`config.mk`:
```
export PLATFORM = sky130hd
export DESIGN_NAME = rgb2hsv_seq
export DESIGN_NICKNAME = d
export VERILOG_FILES = /design/src/rtl/rgb2hsv_seq.sv
export SDC_FILE = /design/constraint.sdc
export NUM_CORES = 1
export LEC_CHECK = 0
export CAP_MARGIN = 20
export CORE_AREA = 2 2 175 125
export DETAILED_ROUTE_END_ITERATION = 8
export DIE_AREA = 0 0 177 127
export SYNTH_ARGS = -nofsm -noshare
export SYNTH_HDL_FRONTEND = slang
export SYNTH_SLANG_ARGS = --single-unit
```
`constraint.sdc`:
```
create_clock -name clk -period 6.76 [get_ports clk]
set_input_delay 1.352 -clock clk [delete_from_list [all_inputs] [get_ports clk]]
set_output_delay 1.352 -clock clk [all_outputs]
set_load 0.02 [all_outputs]
```
`src/rtl/rgb2hsv_seq.sv`:
```
// Sequential integer RGB-to-HSV converter: one-cycle decode, then two restoring
// dividers (hue fraction and saturation) sharing a CW-cycle iteration window.
module rgb2hsv_seq #(
  parameter int CW       = 8,
  parameter int SEG_BITS = 5
) (
  input  logic                clk,
  input  logic                resetn,
  input  logic                in_valid,
  output logic                in_ready,
  input  logic [CW-1:0]       in_r,
  input  logic [CW-1:0]       in_g,
  input  logic [CW-1:0]       in_b,
  output logic                out_valid,
  input  logic                out_ready,
  output logic [SEG_BITS+2:0] out_h,
  output logic [CW-1:0]       out_s,
  output logic [CW-1:0]       out_v,
  output logic                out_gray,
  output logic                busy
);

  localparam int HW    = SEG_BITS + 1;
  localparam int CNT_W = $clog2(CW + 1);
  localparam logic [CNT_W-1:0] HUE_LAST = CNT_W'(SEG_BITS);
  localparam logic [CNT_W-1:0] DIV_LAST = CNT_W'(CW - 1);

  typedef enum logic [1:0] {IDLE, LOAD, DIV, DONE} state_t;

  state_t               state_q, state_d;
  logic [CNT_W-1:0]     cnt_q, cnt_d;
  logic [SEG_BITS+2:0]  out_h_q, out_h_d;
  logic [CW-1:0]        out_s_q, out_s_d, out_v_q, out_v_d;
  logic                 out_gray_q, out_gray_d;

  logic [CW-1:0]        r_q, r_d, g_q, g_d, b_q, b_d;
  logic [CW-1:0]        max_q, max_d, d_q, d_d;
  logic [2:0]           sector_q, sector_d;
  logic                 gray_q, gray_d;
  logic [CW-1:0]        remh_q, remh_d, rems_q, rems_d;
  logic [HW-1:0]        shh_q, shh_d, qh_q, qh_d;
  logic [CW-1:0]        shs_q, shs_d, qs_q, qs_d;

  logic [CW-1:0]        mx, mn, dd, num;
  logic [2:0]           sec;
  logic [2*CW-1:0]      sat_num;
  logic [CW:0]          stph, stps;

  // One restoring step: bring in the next dividend bit, subtract if it fits.
  // Result is {quotient_bit, new_remainder}.
  function automatic logic [CW:0] div_step(input logic [CW-1:0] rem,
                                           input logic bit_in,
                                           input logic [CW-1:0] dvs);
    logic [CW:0] p;
    logic [CW:0] diff;
    p    = {rem, bit_in};
    diff = p - {1'b0, dvs};
    if (p >= {1'b0, dvs}) div_step = {1'b1, diff[CW-1:0]};
    else                  div_step = {1'b0, p[CW-1:0]};
  endfunction

  // Decode: max with R>G>B tie priority, hue sector and its numerator.
  always_comb begin
    mx  = r_q;
    mn  = b_q;
    num = '0;
    sec = 3'd0;
    if (r_q >= g_q && r_q >= b_q) begin
      mx = r_q;
      if (g_q >= b_q) begin sec = 3'd0; num = g_q - b_q; mn = b_q; end
      else            begin sec = 3'd5; num = r_q - b_q; mn = g_q; end
    end else if (g_q >= b_q) begin
      mx = g_q;
      if (r_q > b_q)  begin sec = 3'd1; num = g_q - r_q; mn = b_q; end
      else            begin sec = 3'd2; num = b_q - r_q; mn = r_q; end
    end else begin
      mx = b_q;
      if (g_q > r_q)  begin sec = 3'd3; num = b_q - g_q; mn = r_q; end
      else            begin sec = 3'd4; num = r_q - g_q; mn = g_q; end
    end
    dd      = mx - mn;
    // d*(2^CW-1) = d*2^CW - d; its upper half (d-1) is always below max.
    sat_num = {dd, {CW{1'b0}}} - {{CW{1'b0}}, dd};
  end

  assign stph = div_step(remh_q, shh_q[HW-1], d_q);
  assign stps = div_step(rems_q, shs_q[CW-1], max_q);

  always_comb begin
    state_d    = state_q;
    cnt_d      = cnt_q;
    out_h_d    = out_h_q;
    out_s_d    = out_s_q;
    out_v_d    = out_v_q;
    out_gray_d = out_gray_q;
    r_d        = r_q;
    g_d        = g_q;
    b_d        = b_q;
    max_d      = max_q;
    d_d        = d_q;
    sector_d   = sector_q;
    gray_d     = gray_q;
    remh_d     = remh_q;
    shh_d      = shh_q;
    qh_d       = qh_q;
    rems_d     = rems_q;
    shs_d      = shs_q;
    qs_d       = qs_q;
    case (state_q)
      IDLE: begin
        if (in_valid) begin
          r_d     = in_r;
          g_d     = in_g;
          b_d     = in_b;
          state_d = LOAD;
        end
      end
      LOAD: begin
        max_d    = mx;
        d_d      = dd;
        sector_d = sec;
        gray_d   = (dd == '0);
        // Hue dividend is num*2^SEG_BITS; num <= d keeps the top partial below 2d.
        remh_d   = {1'b0, num[CW-1:1]};
        shh_d    = {num[0], {SEG_BITS{1'b0}}};
        qh_d     = '0;
        rems_d   = sat_num[2*CW-1:CW];
        shs_d    = sat_num[CW-1:0];
        qs_d     = '0;
        cnt_d    = '0;
        state_d  = DIV;
      end
      DIV: begin
        if (cnt_q <= HUE_LAST) begin
          remh_d = stph[CW-1:0];
          shh_d  = shh_q << 1;
          qh_d   = {qh_q[HW-2:0], stph[CW]};
        end
        rems_d = stps[CW-1:0];
        shs_d  = shs_q << 1;
        qs_d   = {qs_q[CW-2:0], stps[CW]};
        cnt_d  = cnt_q + 1'b1;
        if (cnt_q == DIV_LAST) begin
          out_v_d    = max_q;
          out_gray_d = gray_q;
          out_h_d    = gray_q ? '0 : ({sector_q, {SEG_BITS{1'b0}}} + {2'b00, qh_d});
          out_s_d    = gray_q ? '0 : qs_d;
          state_d    = DONE;
        end
      end
      DONE: begin
        if (out_ready) state_d = IDLE;
      end
      default: state_d = IDLE;
    endcase
  end

  always_ff @(posedge clk or negedge resetn) begin
    if (!resetn) begin
      state_q    <= IDLE;
      cnt_q      <= '0;
      out_h_q    <= '0;
      out_s_q    <= '0;
      out_v_q    <= '0;
      out_gray_q <= 1'b0;
    end else begin
      state_q    <= state_d;
      cnt_q      <= cnt_d;
      out_h_q    <= out_h_d;
      out_s_q    <= out_s_d;
      out_v_q    <= out_v_d;
      out_gray_q <= out_gray_d;
    end
  end

  always_ff @(posedge clk) begin
    r_q      <= r_d;
    g_q      <= g_d;
    b_q      <= b_d;
    max_q    <= max_d;
    d_q      <= d_d;
    sector_q <= sector_d;
    gray_q   <= gray_d;
    remh_q   <= remh_d;
    shh_q    <= shh_d;
    qh_q     <= qh_d;
    rems_q   <= rems_d;
    shs_q    <= shs_d;
    qs_q     <= qs_d;
  end

  assign in_ready  = (state_q == IDLE);
  assign out_valid = (state_q == DONE);
  assign busy      = (state_q != IDLE);
  assign out_h     = out_h_q;
  assign out_s     = out_s_q;
  assign out_v     = out_v_q;
  assign out_gray  = out_gray_q;

endmodule

```
==> impl_metrics.yaml, run 1 <==
grt:
  pin_count_of_the_biggest_net_entering_global_routing: 48
  overall_overflow_remaining_after_global_route: 0
  antenna_violations_before_repair: 0
  grt_util_all_layers_pct: 20.6
  grt_first_pass_wirelength_mm: 35.4
  first_global_vias: 6134
setup_path:
  timing.critical_path.required_ps: 6930
  timing.critical_path.from_type: "flip-flop"
  cp_top_family: "simple AND/OR/NAND/NOR gates"
  path_cells: "inv_1, fa_1, nand2b_1, a21oi_1, o21ai_0, nand2_1, nand2_1, o22ai_1, a211oi_1, a21oi_1, inv_1, ha_1, nor2b_1, o21a_1, nor2_1, xnor2_1, or3_1, or3_1, a22o_1, a221o_1"
  slowest_delay_ps: 540
  crit_fanout: 18
  worst_setup_path_end_kind: "flip-flop"
  worstPathBufferInverterCount: 2
  cpMaxStageDelayCell: "nand2_1"
  critPathArrivalTime_ps: 6080
  timing.setup.critical_path_class: "flip-flop to flip-flop"
clocking:
  total_cts_buffers: 17
  hold_buffers: 0
  cts.path.max_buffers: 2
  cts_resized: 0
  cts.reportedPaths.clkPinSlew_ps: 60
  htree_levels: 4
  cts_root_buf: "clkbuf_16"
  clock_tree_from_tritoncts: "done"
  post_cts.repair.setup_buffers: 0
  clkLatencyLatePin_ps: 430
  cts.sink_count: 113
pwr:
  power.leakage_nw: 4.02
  power_density_nw_per_um2: 582
  total_power_of_the_final_layout_mw: 5.63
  peakVddDrop_uv: 389
floorplanning:
  placement_rows: 44
  floorplan.die.height_um: 127
  dieWidth_um: 177
  boundaryPins: 56
  core_region_area_sq_um: 20600
  design.die.area_sq_um: 22500
  initial_core_util_pct: 39.7
synthesis:
  synth.lib_cells_used.distinct: 72
  yosys_register_bits: 113
  post_synth_inst_count: 872
  synth-warning-count: 0
  synth_top_flop_cell: "edfxtp_1"
  synth.net_count: 988
  synth-seq-area-share_pct: 39.5
  synth-edff-count: 82
  synth.avg_cell_area_sq_um: 9.41
  mappedNetlistArea_sq_um: 8200
  postSynth.asyncResetShare_pct: 27.4
routing:
  remaining_drc_errors: 0
  detail_route.wirelength_mm: 22.3
  detail-route-antenna-nets: 0
  drt_iter0_markers: 844
  drt-vias-per-instance: 5.51
  routed_wire_length_per_instance_um: 18.3
  drt_first_pass_iters: 5
  num_vias: 6703
sta:
  finClkSkew_ps: 13.5
  rsz0062_at_grt: "false"
  finalSetupTns_ps: 0
  final_max_slew_viol_count: 0
  fin_crit_sh_pct: 87.5
  setup_viol: 0
  tightestPinTransition_ps: 922
  slew-limit-headroom_pct: 38.3
  fmax_ghz: 0.169
  report.final.hold_viol_count: 0
  finalCriticalPeriod_ps: 5910
job:
  max_cap_viol_count: 0
cells_and_area:
  layout_commonest_cell: "o21ai_0"
  fin_util_pct: 46.8
  area_delta_synth_final_pct: 17.8
  post_route_cells_drive_above_1_share_pct: 7.44
  layout_common_cells: "88 x o21ai_0, 87 x nand2_1, 82 x edfxtp_1, 79 x ha_1"
  fin_nets: 1044
  instances_no_fill: 1217
  final.fill_count: 1960
  insertedDiodeCount: 0
placement:
  post_detail_place_hpwl_mm: 17.0
  place.gp.congestion: 0.965
  numPortBuffers: 55
  placed_cells_incl_taps: 1185
outcome:
  status: "complete, no violations"
worst_hold_path:
  min-delay-path-class: "flip-flop to flip-flop"
[sequential cells by signal, indices dropped and copies added (netlist names), 2 cells and up]
name      count
max_q         8
cnt_q         4
out_s         8
rems_q        8
d_q           8
out_h         8
g_q           8
shs_q         8
out_v         8
b_q           8
state_q       2
sector_q      3
remh_q        8
qs_q          7
qh_q          6
r_q           8
[tightest hold or removal path, stage by stage, from the launching register on]
cell and delay [ps]:
dfrtp_1 340, nand2_1 40, o21ai_0 60
[per-stage QoR]
step	area, sq um	hold slack (ps)	worst slack (ps)
2_1_floorplan	8200	466	1740
3_3_place_gp	9090	465	970
3_5_place_dp	9090	470	948
4_1_cts	9670	484	940
5_1_grt	9670	492	409
6_report	9670	476	846
[final timing paths]
path | end | depth (start not counted) | from | slack, ps
worst max-delay path | rems_q[2]$_DFFE_PP_ | 20 | g_q[1]$_DFFE_PP_ | 850
worst max register to register | rems_q[2]$_DFFE_PP_ | 20 | g_q[1]$_DFFE_PP_ | 850
max in group asynchronous | cnt_q[2]$_DFFE_PN0P_ | 2 | resetn | 5120
worst min-delay path | out_v[5]$_DFFE_PN0P_ | 2 | out_v[5]$_DFFE_PN0P_ | 480
worst min register to register | out_v[5]$_DFFE_PN0P_ | 2 | out_v[5]$_DFFE_PN0P_ | 480
min in group asynchronous | out_v[5]$_DFFE_PN0P_ | 2 | resetn | 1320
[cell usage after synthesis, types with 7 or more instances]
cell type   n  area, sq um
dfrtp_1    31          776
nand2b_1   23          144
a21oi_1    48          240
nor3_1     13         65.1
mux2_2      7         78.8
o21a_1      9         67.6
o211ai_1    8         60.1
a21o_1     13         97.6
nand2_1    87          327
mux2i_1     8         80.1
edfxtp_1   82         2460
xor2_1     12          105
nor2_1     74          278
a211oi_1   11         82.6
clkbuf_1   22         82.6
ha_1       79          988
inv_1      74          278
a21boi_0   10         75.1
o21ai_0    88          440
or3_1       9         56.3
fa_1        9          180
and2_1      8         50.1
xnor2_1    24          210
nor2b_1    17          106
nand3_1    14         70.1
[layer usage]
metal	GRT usage [%]	wire length [um]
met3	4.79	2010
met5	0	0
met4	5.35	177
met1	33.4	11400
met2	26.6	8690
[where the power goes]
part           internal, mW  switching (mW)
clock network         0.531           0.351
logic                  1.27            2.11
registers              1.21           0.154
[cell families after synthesis]
family | count (synthesis) | share of synthesized area (%)
and+or+nand+nor | 265 | 15.3
AOI/OAI and AO/OA | 249 | 19.9
DFF | 113 | 39.5
buffers and inverters | 105 | 4.97
adders and majority gates | 88 | 14.2
xor gates and xnor gates | 37 | 4.18
muxes | 15 | 1.94
[layout make-up]
type	instances	area [sq um]	area share (%)
multi-input combinational	654	4580	47.4
sequential	113	3240	33.5
timing repair buffer	66	633	6.55
clock buffer	19	453	4.69
tap	276	345	3.57
inverter	76	285	2.95
clock inverter	13	128	1.32
Note: power is estimated with default switching activity, not from simulation.
==> inputs of run 2 (changes only) <==
Settings changed: ABC_AREA set to 1, CORE_AREA 2 2 175 125 to 2 2 176 127, DIE_AREA 0 0 177 127 to 0 0 178 129, PLACE_DENSITY set to 0.65, REMOVE_ABC_BUFFERS set to 1.
==> run 2 against run 1 <==
  * Power down 1.4%
  * Largest power group unchanged
  * Flip-flop and latch count unchanged
  * Critical endpoint unchanged
  * Count of clock-buffer cells in the layout up 2
  * Die area up 2.1%
  * Hold slack worse by 2.3 ps
  * Non-clock buffer count down 5
  * Sequential power about the same
==> impl_metrics.yaml, run 2 <==
routing:
  remaining_drc_errors: 0
  routed_wire_length_per_instance_um: 17.1
  drt_first_pass_iters: 6
  drt-vias-per-instance: 5.26
  detail-route-antenna-nets: 0
  detail_route.wirelength_mm: 23.0
  num_vias: 7058
  drt_iter0_markers: 799
synthesis:
  synth_top_cell_by_area: "edfxtp_1"
  synth.area.top_cells: "edfxtp_1 29%, ha_1 12%, nand2_1 9.3%"
  post_synth_inst_count: 996
  synth_top_flop_cell: "edfxtp_1"
  yosys_register_bits: 113
  synth.avg_cell_area_sq_um: 8.41
  netlist.area_leader.share_pct: 29.4
  synth.top_cells.by_count: "207 x nand2_1, 140 x inv_1, 82 x edfxtp_1"
  synth-warning-count: 0
  synth-seq-area-share_pct: 38.7
  postSynth.asyncResetShare_pct: 27.4
  yosys.cell_count.top_type: "nand2_1"
  synth-edff-count: 82
  synth.lib_cells_used.distinct: 56
  mappedNetlistArea_sq_um: 8370
cells_and_area:
  post_route_cells_drive_above_1_share_pct: 8.11
  area_delta_synth_final_pct: 16.4
  fin_nets: 1163
  insertedDiodeCount: 0
  layout_commonest_cell: "nand2_1"
  final.fill_count: 2066
  layout_common_cells: "207 x nand2_1, 140 x inv_1, 82 x edfxtp_1, 79 x ha_1, 76 x o21ai_0"
sta:
  fmax_ghz: 0.186
  rsz0062_at_grt: "false"
  finClkSkew_ps: 10.5
  finalCriticalPeriod_ps: 5380
  holdWs_ps: 474
  slew-limit-headroom_pct: 27.3
  report.final.hold_viol_count: 0
  fin_crit_sh_pct: 79.6
  finalSetupTns_ps: 0
  final_max_slew_viol_count: 0
  setup_viol: 0
  tightestPinTransition_ps: 1090
clocking:
  htree_levels: 4
  clkLatencyLatePin_ps: 420
  cts_root_buf: "clkbuf_16"
  total_cts_buffers: 17
  cts.reportedPaths.clkPinSlew_ps: 60
  hold_buffers: 0
  clock_tree_from_tritoncts: "done"
  cts_resized: 0
  cts.path.max_buffers: 2
  post_cts.repair.setup_buffers: 0
  cts.sink_count: 113
floorplanning:
  core_region_area_sq_um: 21200
  design.die.area_sq_um: 23000
  floorplan.die.height_um: 129
  initial_core_util_pct: 39.5
  boundaryPins: 56
  placement_rows: 45
  dieWidth_um: 178
outcome:
  status: "complete, no violations"
setup_path:
  timing.critical_path.from_type: "flip-flop"
  timing.critical_path.required_ps: 6930
  critical-path-top-cell-by-count: "nand2_1"
  critPathArrivalTime_ps: 5560
  cpMaxStageDelayCell: "edfxtp_1"
  timing.setup.critical_path_class: "flip-flop to flip-flop"
  worst_setup_path_end_kind: "flip-flop"
  minimum_setup_slack_among_reg_to_reg_paths_ps: 1380
  crit_fanout: 27
  slowest_delay_ps: 560
grt:
  grt_util_all_layers_pct: 21.1
  antenna_violations_before_repair: 2
  overall_overflow_remaining_after_global_route: 0
  pin_count_of_the_biggest_net_entering_global_routing: 37
  first_global_vias: 6515
  grt_first_pass_wirelength_mm: 36.4
pwr:
  power.leakage_nw: 4.50
  power_density_nw_per_um2: 569
  peakVddDrop_uv: 243
placement:
  place.gp.congestion: 0.996
  post_detail_place_hpwl_mm: 17.5
  numPortBuffers: 55
job:
  max_cap_viol_count: 0
worst_hold_path:
  min-delay-path-class: "flip-flop to flip-flop"
[run 2: cell types whose count changed after synthesis, moves of 10 or more]
cell      change
clkbuf_1     -14
a21boi_0     -10
nand2_2      +11
a21o_1       -10
buf_2        +10
o21ai_0      -12
xnor2_1      -13
a21oi_1      +18
nand3_1      +13
nand2_1     +120
nand2b_1     -23
nor2b_1      -17
inv_1        +66
[run 2: worst max-delay path: cells and delay by family, from the launching register on]
family                   cells  cell delay (ps)
AO/OA/AOI/OAI                2              230
adder cells (fa/ha/maj)      4             1450
buffers and inverters        5              890
flip-flops                   1              560
AND/OR/NAND/NOR             15             2000
[run 2: metrics by stage]
stage	setup slack, ps	total power [mW]	util, %	instances	area [sq um]
after floorplan	2360	3.71	-	967	8210
after global placement	1530	4.59	43.2	1310	9160
after detailed placement	1480	4.62	43.2	1310	9160
after CTS	1440	5.54	45.9	1342	9750
after global routing	870	6.08	45.9	1342	9750
final	1380	5.55	45.9	1342	9750
[run 2: kinds of logic (layout without fill, tap and decap cells)]
logic type                 count (synthesis)  count (layout)  share of synthesized area (%)
AOI/OAI and AO/OA                        227             227                           16.1
xor gates and xnor gates                  30              30                           3.23
adders and majority gates                 88              88                           14.0
buffers and inverters                    179             243                           8.64
DFF                                      113             113                           38.7
and+or+nand+nor                          359             359                           19.4
[run 2: worst paths after layout]
check	start	endpoint	depth (start not counted)
max	g_q[1]$_DFFE_PP_	rems_q[2]$_DFFE_PP_	26
min	qs_q[6]$_SDFFCE_PN0P_	out_s[7]$_DFFE_PN0P_	1
max reg2reg	g_q[1]$_DFFE_PP_	rems_q[2]$_DFFE_PP_	26
min reg2reg	qs_q[6]$_SDFFCE_PN0P_	out_s[7]$_DFFE_PN0P_	1
max in group asynchronous	resetn	out_v[2]$_DFFE_PN0P_	2
min in group asynchronous	resetn	out_s[6]$_DFFE_PN0P_	2
[run 2: final cells by class]
type	count	area (sq um)	share of cell area, %
flip-flops and latches	113	3240	33.2
clock buffers	21	483	4.96
well taps	282	353	3.62
clock inverters	11	101	1.04
multi-input cells	704	4410	45.3
inverters	150	563	5.78
repair buffers	61	596	6.11
[run 2: metal layers]
layer  track usage (%)  vias to the layer above  wire length [um]
met5                 0                        -                13
met2              27.1                      289              8830
met1              32.4                     3291             11200
met3              6.47                       33              2280
met4              7.71                        2               592
li1                  -                     3443                 -
[run 2: where the power goes]
group | total, mW | leakage [nW] | switching (mW) | internal [mW]
sequential | 1.35 | 1.22 | 0.146 | 1.20
combinational | 3.30 | 2.99 | 2.20 | 1.11
clock | 0.895 | 0.292 | 0.345 | 0.551
total | 5.55 | 4.50 | 2.69 | 2.86
